==> config.mk <==
export PLATFORM = sky130hd
export DESIGN_NAME = mainfsm_flat
export DESIGN_NICKNAME = d
export VERILOG_FILES = /design/src/rtl/mainfsm_pkg.sv /design/src/rtl/mainfsm_if.sv /design/src/rtl/mainfsm_outdec.sv /design/src/rtl/mainfsm.sv /design/src/flat_wrapper.sv
export SDC_FILE = /design/constraint.sdc
export NUM_CORES = 1
export LEC_CHECK = 0
export CAP_MARGIN = 40
export CORE_MARGIN = 10
export CORE_UTILIZATION = 30
export DETAILED_ROUTE_END_ITERATION = 10
export PLACE_DENSITY = 0.71
export SYNTH_ARGS = -nofsm -noshare
export SYNTH_HDL_FRONTEND = slang
export SYNTH_HIERARCHICAL = 1
export SYNTH_SLANG_ARGS = --single-unit
==> constraint.sdc <==
create_clock -name clk -period 1.4 [get_ports clk]
set_input_delay 0.28 -clock clk [delete_from_list [all_inputs] [get_ports clk]]
set_output_delay 0.28 -clock clk [all_outputs]
set_load 0.01 [all_outputs]
==> src/rtl/mainfsm_pkg.sv <==
// Shared encodings for the multicycle ARM control path: FSM states, instruction
// op classes and the datapath mux selects that decode and the datapath also use.
package mainfsm_pkg;

  typedef enum logic [3:0] {
    S_FETCH    = 4'd0,
    S_DECODE   = 4'd1,
    S_MEMADR   = 4'd2,
    S_MEMREAD  = 4'd3,
    S_MEMWB    = 4'd4,
    S_MEMWRITE = 4'd5,
    S_EXECUTER = 4'd6,
    S_EXECUTEI = 4'd7,
    S_ALUWB    = 4'd8,
    S_BRANCH   = 4'd9,
    S_UNKNOWN  = 4'd10
  } state_e;

  localparam logic [1:0] OP_DP     = 2'b00;
  localparam logic [1:0] OP_MEM    = 2'b01;
  localparam logic [1:0] OP_BRANCH = 2'b10;

  localparam logic [1:0] SRCA_REG    = 2'b00;
  localparam logic [1:0] SRCA_PC     = 2'b01;
  localparam logic [1:0] SRCA_ALUOUT = 2'b10;

  localparam logic [1:0] SRCB_WDATA = 2'b00;
  localparam logic [1:0] SRCB_IMM   = 2'b01;
  localparam logic [1:0] SRCB_FOUR  = 2'b10;

  localparam logic [1:0] RES_ALUOUT = 2'b00;
  localparam logic [1:0] RES_DATA   = 2'b01;
  localparam logic [1:0] RES_ALU    = 2'b10;

  typedef struct packed {
    logic       irWrite;
    logic       adrSrc;
    logic [1:0] aluSrcA;
    logic [1:0] aluSrcB;
    logic [1:0] resultSrc;
    logic       nextPC;
    logic       regW;
    logic       memW;
    logic       branch;
    logic       aluOp;
    logic       illegal;
  } ctrl_t;

  localparam ctrl_t CTRL_IDLE = '0;

endpackage

==> src/rtl/mainfsm_if.sv <==
// Decode <-> main FSM bundle. No handshake: decode holds Op/Funct stable from the
// end of FETCH, and every control output is a level decoded from the current state.
interface mainfsm_if #(
  parameter int STATE_W = 4
);
  logic [1:0]         Op;
  logic [5:0]         Funct;
  logic               IRWrite;
  logic               AdrSrc;
  logic [1:0]         ALUSrcA;
  logic [1:0]         ALUSrcB;
  logic [1:0]         ResultSrc;
  logic               NextPC;
  logic               RegW;
  logic               MemW;
  logic               Branch;
  logic               ALUOp;
  logic               Illegal;
  logic [STATE_W-1:0] State;

  modport master (
    output Op, Funct,
    input  IRWrite, AdrSrc, ALUSrcA, ALUSrcB, ResultSrc, NextPC,
    input  RegW, MemW, Branch, ALUOp, Illegal, State
  );

  modport slave (
    input  Op, Funct,
    output IRWrite, AdrSrc, ALUSrcA, ALUSrcB, ResultSrc, NextPC,
    output RegW, MemW, Branch, ALUOp, Illegal, State
  );
endinterface

==> src/rtl/mainfsm_outdec.sv <==
// Moore output table: registered state -> datapath selects and raw strobes.
// Any encoding outside the defined states decodes like UNKNOWN so nothing goes X.
module mainfsm_outdec
  import mainfsm_pkg::*;
#(
  parameter int STATE_W = 4
) (
  input  logic [STATE_W-1:0] state,
  output ctrl_t              ctrl
);

  state_e cur;

  always_comb begin
    cur = S_UNKNOWN;
    if (state <= STATE_W'(S_UNKNOWN)) cur = state_e'(state[3:0]);
  end

  always_comb begin
    ctrl = CTRL_IDLE;
    case (cur)
      S_FETCH: begin
        ctrl.irWrite   = 1'b1;
        ctrl.nextPC    = 1'b1;
        ctrl.aluSrcA   = SRCA_PC;
        ctrl.aluSrcB   = SRCB_FOUR;
        ctrl.resultSrc = RES_ALU;
      end
      S_DECODE: begin
        // PC+8 is formed here so R15 reads correctly during register fetch
        ctrl.aluSrcA   = SRCA_PC;
        ctrl.aluSrcB   = SRCB_FOUR;
        ctrl.resultSrc = RES_ALU;
      end
      S_MEMADR: begin
        ctrl.aluSrcA = SRCA_REG;
        ctrl.aluSrcB = SRCB_IMM;
      end
      S_MEMREAD: begin
        ctrl.adrSrc    = 1'b1;
        ctrl.resultSrc = RES_ALUOUT;
      end
      S_MEMWB: begin
        ctrl.resultSrc = RES_DATA;
        ctrl.regW      = 1'b1;
      end
      S_MEMWRITE: begin
        ctrl.adrSrc    = 1'b1;
        ctrl.resultSrc = RES_ALUOUT;
        ctrl.memW      = 1'b1;
      end
      S_EXECUTER: begin
        ctrl.aluSrcA = SRCA_REG;
        ctrl.aluSrcB = SRCB_WDATA;
        ctrl.aluOp   = 1'b1;
      end
      S_EXECUTEI: begin
        ctrl.aluSrcA = SRCA_REG;
        ctrl.aluSrcB = SRCB_IMM;
        ctrl.aluOp   = 1'b1;
      end
      S_ALUWB: begin
        ctrl.resultSrc = RES_ALUOUT;
        ctrl.regW      = 1'b1;
      end
      S_BRANCH: begin
        ctrl.aluSrcA   = SRCA_REG;
        ctrl.aluSrcB   = SRCB_IMM;
        ctrl.resultSrc = RES_ALU;
        ctrl.branch    = 1'b1;
      end
      default: ctrl.illegal = 1'b1;
    endcase
  end

endmodule

==> src/rtl/mainfsm.sv <==
// Main control FSM of the multicycle ARM core: state register plus next-state logic.
// STATE_W must be at least 4; outputs come from mainfsm_outdec and depend only on state.
module mainfsm
  import mainfsm_pkg::*;
#(
  parameter int STATE_W = 4
) (
  input  logic       clk,
  input  logic       reset,
  mainfsm_if.slave   bus
);

  logic [STATE_W-1:0] stateQ;
  logic [STATE_W-1:0] stateD;
  state_e             cur;
  state_e             nxt;
  ctrl_t              ctrl;
  logic               unusedFunct;

  // Only I (bit 5) and L/S (bit 0) steer the sequence.
  assign unusedFunct = ^bus.Funct[4:1];

  always_ff @(posedge clk) begin
    if (reset) stateQ <= STATE_W'(S_FETCH);
    else       stateQ <= stateD;
  end

  always_comb begin
    cur = S_UNKNOWN;
    if (stateQ <= STATE_W'(S_UNKNOWN)) cur = state_e'(stateQ[3:0]);
  end

  always_comb begin
    nxt = S_UNKNOWN;
    case (cur)
      S_FETCH: nxt = S_DECODE;
      S_DECODE: begin
        case (bus.Op)
          OP_DP:     nxt = bus.Funct[5] ? S_EXECUTEI : S_EXECUTER;
          OP_MEM:    nxt = S_MEMADR;
          OP_BRANCH: nxt = S_BRANCH;
          default:   nxt = S_UNKNOWN;
        endcase
      end
      S_MEMADR:   nxt = bus.Funct[0] ? S_MEMREAD : S_MEMWRITE;
      S_MEMREAD:  nxt = S_MEMWB;
      S_MEMWB:    nxt = S_FETCH;
      S_MEMWRITE: nxt = S_FETCH;
      S_EXECUTER: nxt = S_ALUWB;
      S_EXECUTEI: nxt = S_ALUWB;
      S_ALUWB:    nxt = S_FETCH;
      S_BRANCH:   nxt = S_FETCH;
      default:    nxt = S_UNKNOWN;
    endcase
    stateD = STATE_W'(nxt);
  end

  mainfsm_outdec #(.STATE_W(STATE_W)) u_outdec (
    .state (stateQ),
    .ctrl  (ctrl)
  );

  assign bus.IRWrite   = ctrl.irWrite;
  assign bus.AdrSrc    = ctrl.adrSrc;
  assign bus.ALUSrcA   = ctrl.aluSrcA;
  assign bus.ALUSrcB   = ctrl.aluSrcB;
  assign bus.ResultSrc = ctrl.resultSrc;
  assign bus.NextPC    = ctrl.nextPC;
  assign bus.RegW      = ctrl.regW;
  assign bus.MemW      = ctrl.memW;
  assign bus.Branch    = ctrl.branch;
  assign bus.ALUOp     = ctrl.aluOp;
  assign bus.Illegal   = ctrl.illegal;
  assign bus.State     = stateQ;

endmodule
==> src/flat_wrapper.sv <==
// flat-port wrapper written by rule: the top's interface ports become plain ports
module mainfsm_flat import mainfsm_pkg::*;
#(
  parameter int STATE_W = 4
)
  (clk, reset, bus_Op, bus_Funct, bus_IRWrite, bus_AdrSrc, bus_ALUSrcA, bus_ALUSrcB, bus_ResultSrc, bus_NextPC, bus_RegW, bus_MemW, bus_Branch, bus_ALUOp, bus_Illegal, bus_State);
  mainfsm_if #(.STATE_W(STATE_W)) bus_i ();
  input  logic clk;
  input  logic reset;
  input wire logic [$bits(bus_i.Op)-1:0] bus_Op;
  input wire logic [$bits(bus_i.Funct)-1:0] bus_Funct;
  output wire logic [$bits(bus_i.IRWrite)-1:0] bus_IRWrite;
  output wire logic [$bits(bus_i.AdrSrc)-1:0] bus_AdrSrc;
  output wire logic [$bits(bus_i.ALUSrcA)-1:0] bus_ALUSrcA;
  output wire logic [$bits(bus_i.ALUSrcB)-1:0] bus_ALUSrcB;
  output wire logic [$bits(bus_i.ResultSrc)-1:0] bus_ResultSrc;
  output wire logic [$bits(bus_i.NextPC)-1:0] bus_NextPC;
  output wire logic [$bits(bus_i.RegW)-1:0] bus_RegW;
  output wire logic [$bits(bus_i.MemW)-1:0] bus_MemW;
  output wire logic [$bits(bus_i.Branch)-1:0] bus_Branch;
  output wire logic [$bits(bus_i.ALUOp)-1:0] bus_ALUOp;
  output wire logic [$bits(bus_i.Illegal)-1:0] bus_Illegal;
  output wire logic [$bits(bus_i.State)-1:0] bus_State;
  assign bus_i.Op = bus_Op;
  assign bus_i.Funct = bus_Funct;
  assign bus_IRWrite = bus_i.IRWrite;
  assign bus_AdrSrc = bus_i.AdrSrc;
  assign bus_ALUSrcA = bus_i.ALUSrcA;
  assign bus_ALUSrcB = bus_i.ALUSrcB;
  assign bus_ResultSrc = bus_i.ResultSrc;
  assign bus_NextPC = bus_i.NextPC;
  assign bus_RegW = bus_i.RegW;
  assign bus_MemW = bus_i.MemW;
  assign bus_Branch = bus_i.Branch;
  assign bus_ALUOp = bus_i.ALUOp;
  assign bus_Illegal = bus_i.Illegal;
  assign bus_State = bus_i.State;
  mainfsm #(.STATE_W(STATE_W)) u_core (.clk(clk), .reset(reset), .bus(bus_i));
endmodule
## After elaboration in Yosys (flattened, before gate mapping)

Cells that the tools add are included.

| word-level totals | value |
|---|---|
| flip-flop bits (word level) | 4 |
| word-level logic and storage cells | 37 |

| cells by class | value |
|---|---|
| $lt $le $gt $ge | 1 |
| equality and inequality tests | 11 |
| mux-type cells | 14 |
| reduce and logical (&&, ||, !) cells | 10 |

Operators by type and width:

| operator | number |
|---|---|
| one-hot mux 4 bit (6 select lines) | 1 |
| == test 4 x 3 -> 1 bit, second input constant | 4 |
| one-hot mux 4 bit (3 select lines) | 1 |
| OR reduction 10 bit | 1 |
| == test 4 x 2 -> 1 bit, second input constant | 2 |
| == test 4 bit, second input constant | 2 |
| 2-to-1 mux 1 bit | 8 |
| OR reduction 2 bit | 4 |
| one-hot mux 3 bit (2 select lines) | 1 |
| OR reduction 3 bit | 2 |
| == test 4 x 1 -> 1 bit, second input constant | 1 |
| less-or-equal comparator 4 bit, second input constant | 1 |
| logical NOT 4 bit | 1 |
| 2-to-1 mux 4 bit | 1 |
| one-hot mux 2 bit (2 select lines) | 1 |
| OR reduction 4 bit | 1 |
| 2-to-1 mux 3 bit | 1 |
| == test 2 x 1 -> 1 bit, second input constant | 1 |
| == test 2 bit, second input constant | 1 |
| logical NOT 2 bit | 1 |

## Depth between registers and ports, before layout

| depth | value |
|---|---|
| word-level depth | 5 |
| mapped depth | 3 |
| gate-level depth less buffers | 3 |

## Cells and area by module

The synthesis kept the hierarchy.

Modules (own cells, without submodules):

| module | instances | cells each | area an instance (um^2) | sequential area each (um^2) |
|---|---|---|---|---|
| mainfsm | 1 | 23 | 214.0 | 80.1 |
| mainfsm_outdec | 1 | 25 | 202.7 | 0.0 |

## Least setup slack after synthesis

No wires, ideal clock.

| path | value |
|---|---|
| path kind | register to output |
| from | reg u_core.stateQ[1], in the netlist u_core/bus.State[1] |
| to | out bus_IRWrite |
| data arrival time | 1346 ps |
| data required time | 1120 ps |
| slack | -226 ps |
| cell stages (with the launch flop) | 4 |
| path buffers | 2 |
| cells stage by stage | dfxtp_1 buf_6 nor4_1 buf_4 |

| on the way | value |
|---|---|
| word-level cells in the longest chain between the ends | 4 |

RTL lines:

| what | RTL line | text |
|---|---|---|
| start, declared | mainfsm.sv:13 | `logic [STATE_W-1:0] stateQ;` |
| start signal, assigned | mainfsm.sv:24 | `if (reset) stateQ <= STATE_W'(S_FETCH);` |
| start signal, assigned | mainfsm.sv:25 | `else stateQ <= stateD;` |
| less-or-equal comparator 4 bit | mainfsm_outdec.sv:16 | `if (state <= STATE_W'(S_UNKNOWN)) cur = state_e'(state[3:0]);` |
| 2-to-1 mux 4 bit * | mainfsm_outdec.sv:16 |  |
| logical NOT 4 bit * | - |  |
| 2-to-1 mux 1 bit * | - |  |
| end, declared | flat_wrapper.sv:12 | `output wire logic [$bits(bus_i.IRWrite)-1:0] bus_IRWrite;` |

Every way passes the cells marked *; elsewhere a longest branch is shown, timed or not.

## Final worst setup path

| path | value |
|---|---|
| from | reg u_core.stateQ[3], in the netlist u_core/bus.State[3] |
| to | out bus_ALUSrcB[0] |

| on the way | value |
|---|---|
| word-level cells in the longest chain between the ends | 5 |
| elaborated cells between the ends (all ways) | 10 |

RTL lines:

| what | RTL line | text |
|---|---|---|
| less-or-equal comparator 4 bit | mainfsm_outdec.sv:16 |  |
| 2-to-1 mux 4 bit * | mainfsm_outdec.sv:16 |  |
| == test 4 x 2 -> 1 bit (tied with other cells) | mainfsm_outdec.sv:21 | `case (cur)` |
| OR reduction 3 bit (no line) / OR reduction 2 bit (equally long branches) | - |  |
| one-hot mux 3 bit (2 select lines) * | mainfsm_outdec.sv:21 |  |
| end, declared | flat_wrapper.sv:15 | `output wire logic [$bits(bus_i.ALUSrcB)-1:0] bus_ALUSrcB;` |

Marks and branches as above.

==> results.yml <==
outcome:
  status: "finished, violations left"
  violations: "setup timing"
routing:
  drc: 0
  vias: 471
  avgRoutedWirePerCell_microns: 13.14
  vias_per_cell: 4.906
  wirelength_microns: 1261
  ant_nets: 0
  drt_iter0_drc: 3
  firstDrtPassIters: 4
critical_path:
  crit_arrival_ns: 1.26
  path_class: "reg -> out"
  crit_chain: "nor4bb_4 > or3_1 > buf_2"
  worstPathRequired_ns: 1.12
  max_stage_delay_ns: 0.36
  start_kind: "flop"
  rr_worst_depth: 4
  cp-end-kind: "primary output"
  critPathMaxFanout: 5
  cp_slowest_cell: "dfxtp_4"
floorplan:
  die_h_microns: 57.27
  chipWidth_microns: 57.27
  initial_core_util_pct: 32.02
  io_pins: 28
  num_rows: 13
  die-area_sq_um: 3279
  core_sq_um: 1301
grt:
  grt_overflow: 0
  grtUsageTotal_pct: 8.161
  grt_pass1_wl_microns: 2125
  use_met2_pct: 11.94
  busiest_layer: "met2"
  grt.met1_usage_pct: 8.035
  grt_pass1_vias: 459
  use_met3_pct: 6.195
  grt_max_degree: 10
  grt_antenna_before_repair: 0
cts:
  htreeDepth: 1
  clockBufferDepth: 2
  clk_pin_slew_worst_paths_ns: 0.04
  cts.sinks: 4
  root_buffer: "clkbuf_4"
  cts_tree: "done"
  cts_buffers: 3
  holdBufCountCts: 0
  clock_latency_ns: 0.23
layout:
  multi_input_comb_area_sq_um: 330.3
  layout-drive-gt1-share_pct: 58.02
  area_growth_pct: 79.88
  largest_reg_flops: 4
  stdcell_count: 96
  num_antenna_cells: 0
  stdcell_area_sq_um: 749.5
  finalNetCount: 93
  final_cell_mix: "buf_2 (13), buf_4 (9), nor2_1 (6)"
  layout_commonest_cell: "buf_2"
  fillers: 123
  regArea_sq_um: 95.09
place:
  dpl_cell_area_sq_um: 715.7
  gp_congestion: 0.7254
  io_buffer_count: 22
  dp.cells: 91
  dp_hpwl_microns: 1030
timing:
  skew_ns: 0.002477
  fmax_mhz: 650.3
  hold_viol_final: 0
  tns_ns: -0.3095
  finalCritPeriodShare_pct: 109.8
  setup_violations: 5
  timing.final.crit_period_ns: 1.538
  rsz0062_at_grt: "true"
  drv_slew: 0
  setup_ws_ns: -0.1376
yosys:
  post_synth_instance_area_sq_um: 416.7
  synth_cells: 48
  postSynthAreaPerCell_sq_um: 8.680
  yosysWarningCount: 6
  syn-num-nets: 58
  ys_types: 24
  ys_ff_latch: 4
  seq_area_frac_synth_pct: 19.22
power:
  power.density_nw_per_um2: 964.3
  finalPower_mw: 0.7227
  peakVddDrop_v: 0.0003658
  p_leak_nw: 0.3302
min_path:
  whs_path_depth: 2
  hold_class: "reg -> reg"
flow_run:
  maxCapViolCount: 0
## layout make-up
cell class	instances	area share, %
clock buffers	3	3.005
inverters	3	1.503
multi-input cells	35	44.07
flip-flops and latches	4	12.69
well taps	15	2.504
repair buffers	36	36.23
## worst max-delay path: cells and delay by family, from the launching register on
| family | cells | cell delay, ns |
|---|---|---|
| buf+inv | 1 | 0.15 |
| simple gates | 2 | 0.52 |
| flops | 1 | 0.36 |
## per-stage QoR
step / util [%] / hold slack [ns] / worst slack (ns)
6_report: 57.60 / 0.6039 / -0.1376
5_1_grt: 57.60 / 0.6404 / -0.1946
4_1_cts: 55.29 / 0.6028 / -0.2248
3_5_place_dp: 55.00 / 0.6838 / -0.3181
3_3_place_gp: 55.00 / 0.6854 / -0.2977
2_1_floorplan: - / 0.3450 / -0.02907
## routing by layer
layer  vias to the layer above  routed length [microns]
met5                         -                        0
met1                       214                      535
li1                        235                        -
met2                        22                      563
met4                         0                        0
met3                         0                      161
## synthesized netlist by cell type
cell type	n	area [sq um]
a22o_2	1	10.01
xnor2_1	2	17.52
nor4bb_4	1	25.02
a2111oi_2	1	15.01
buf_6	2	22.52
buf_4	4	30.03
nand2b_1	2	12.51
inv_1	3	11.26
o21a_1	1	7.510
conb_1	1	3.750
nor4_1	1	6.260
nor3_1	6	30.03
o21ai_0	1	5.000
nor2_1	7	26.28
a21oi_1	2	10.01
o21bai_1	1	7.510
a32oi_1	1	8.760
a211oi_1	1	7.510
nor4b_4	2	47.55
and4b_1	1	10.01
or3_1	1	6.260
maj3_1	1	10.01
dfxtp_1	4	80.08
nor2b_1	1	6.260
## worst paths after layout
| kind | from | slack (ns) | endpoint |
|---|---|---|---|
| max | u_core/bus.State[3] | -0.14 | bus_ALUSrcB[0] |
| min | u_core/bus.State[0] | 0.60 | u_core/bus.State[0] |
| max reg2reg | u_core/bus.State[1] | 0.20 | u_core/bus.State[0] |
| min reg2reg | u_core/bus.State[0] | 0.60 | u_core/bus.State[0] |
## power breakdown
part | switching (mW) | internal [mW]
sequential | 0.0354 | 0.132
clock | 0.0442 | 0.0957
combinational | 0.191 | 0.224
total | 0.270 | 0.452
## kinds of logic (layout without fill, tap and decap cells)
| group | count (synthesis) | count (layout) | share of synthesized area (%) |
|---|---|---|---|
| compound gates | 9 | 9 | 17.12 |
| xor+xnor | 2 | 2 | 4.205 |
| fa+ha+maj | 1 | 1 | 2.402 |
| buf+inv | 9 | 42 | 15.32 |
| flops | 4 | 4 | 19.22 |
| other cells | 1 | 1 | 0.9000 |
| simple gates | 22 | 22 | 40.84 |
## what timing repair did
item	4_1_cts	5_1_grt
setup endpoints to repair	17	15
endpoints found under the hold margin	0	0
resized for setup	67	11
pin swaps	0	3
buffers inserted	0	2
Note: power is estimated with default switching activity, not from simulation.
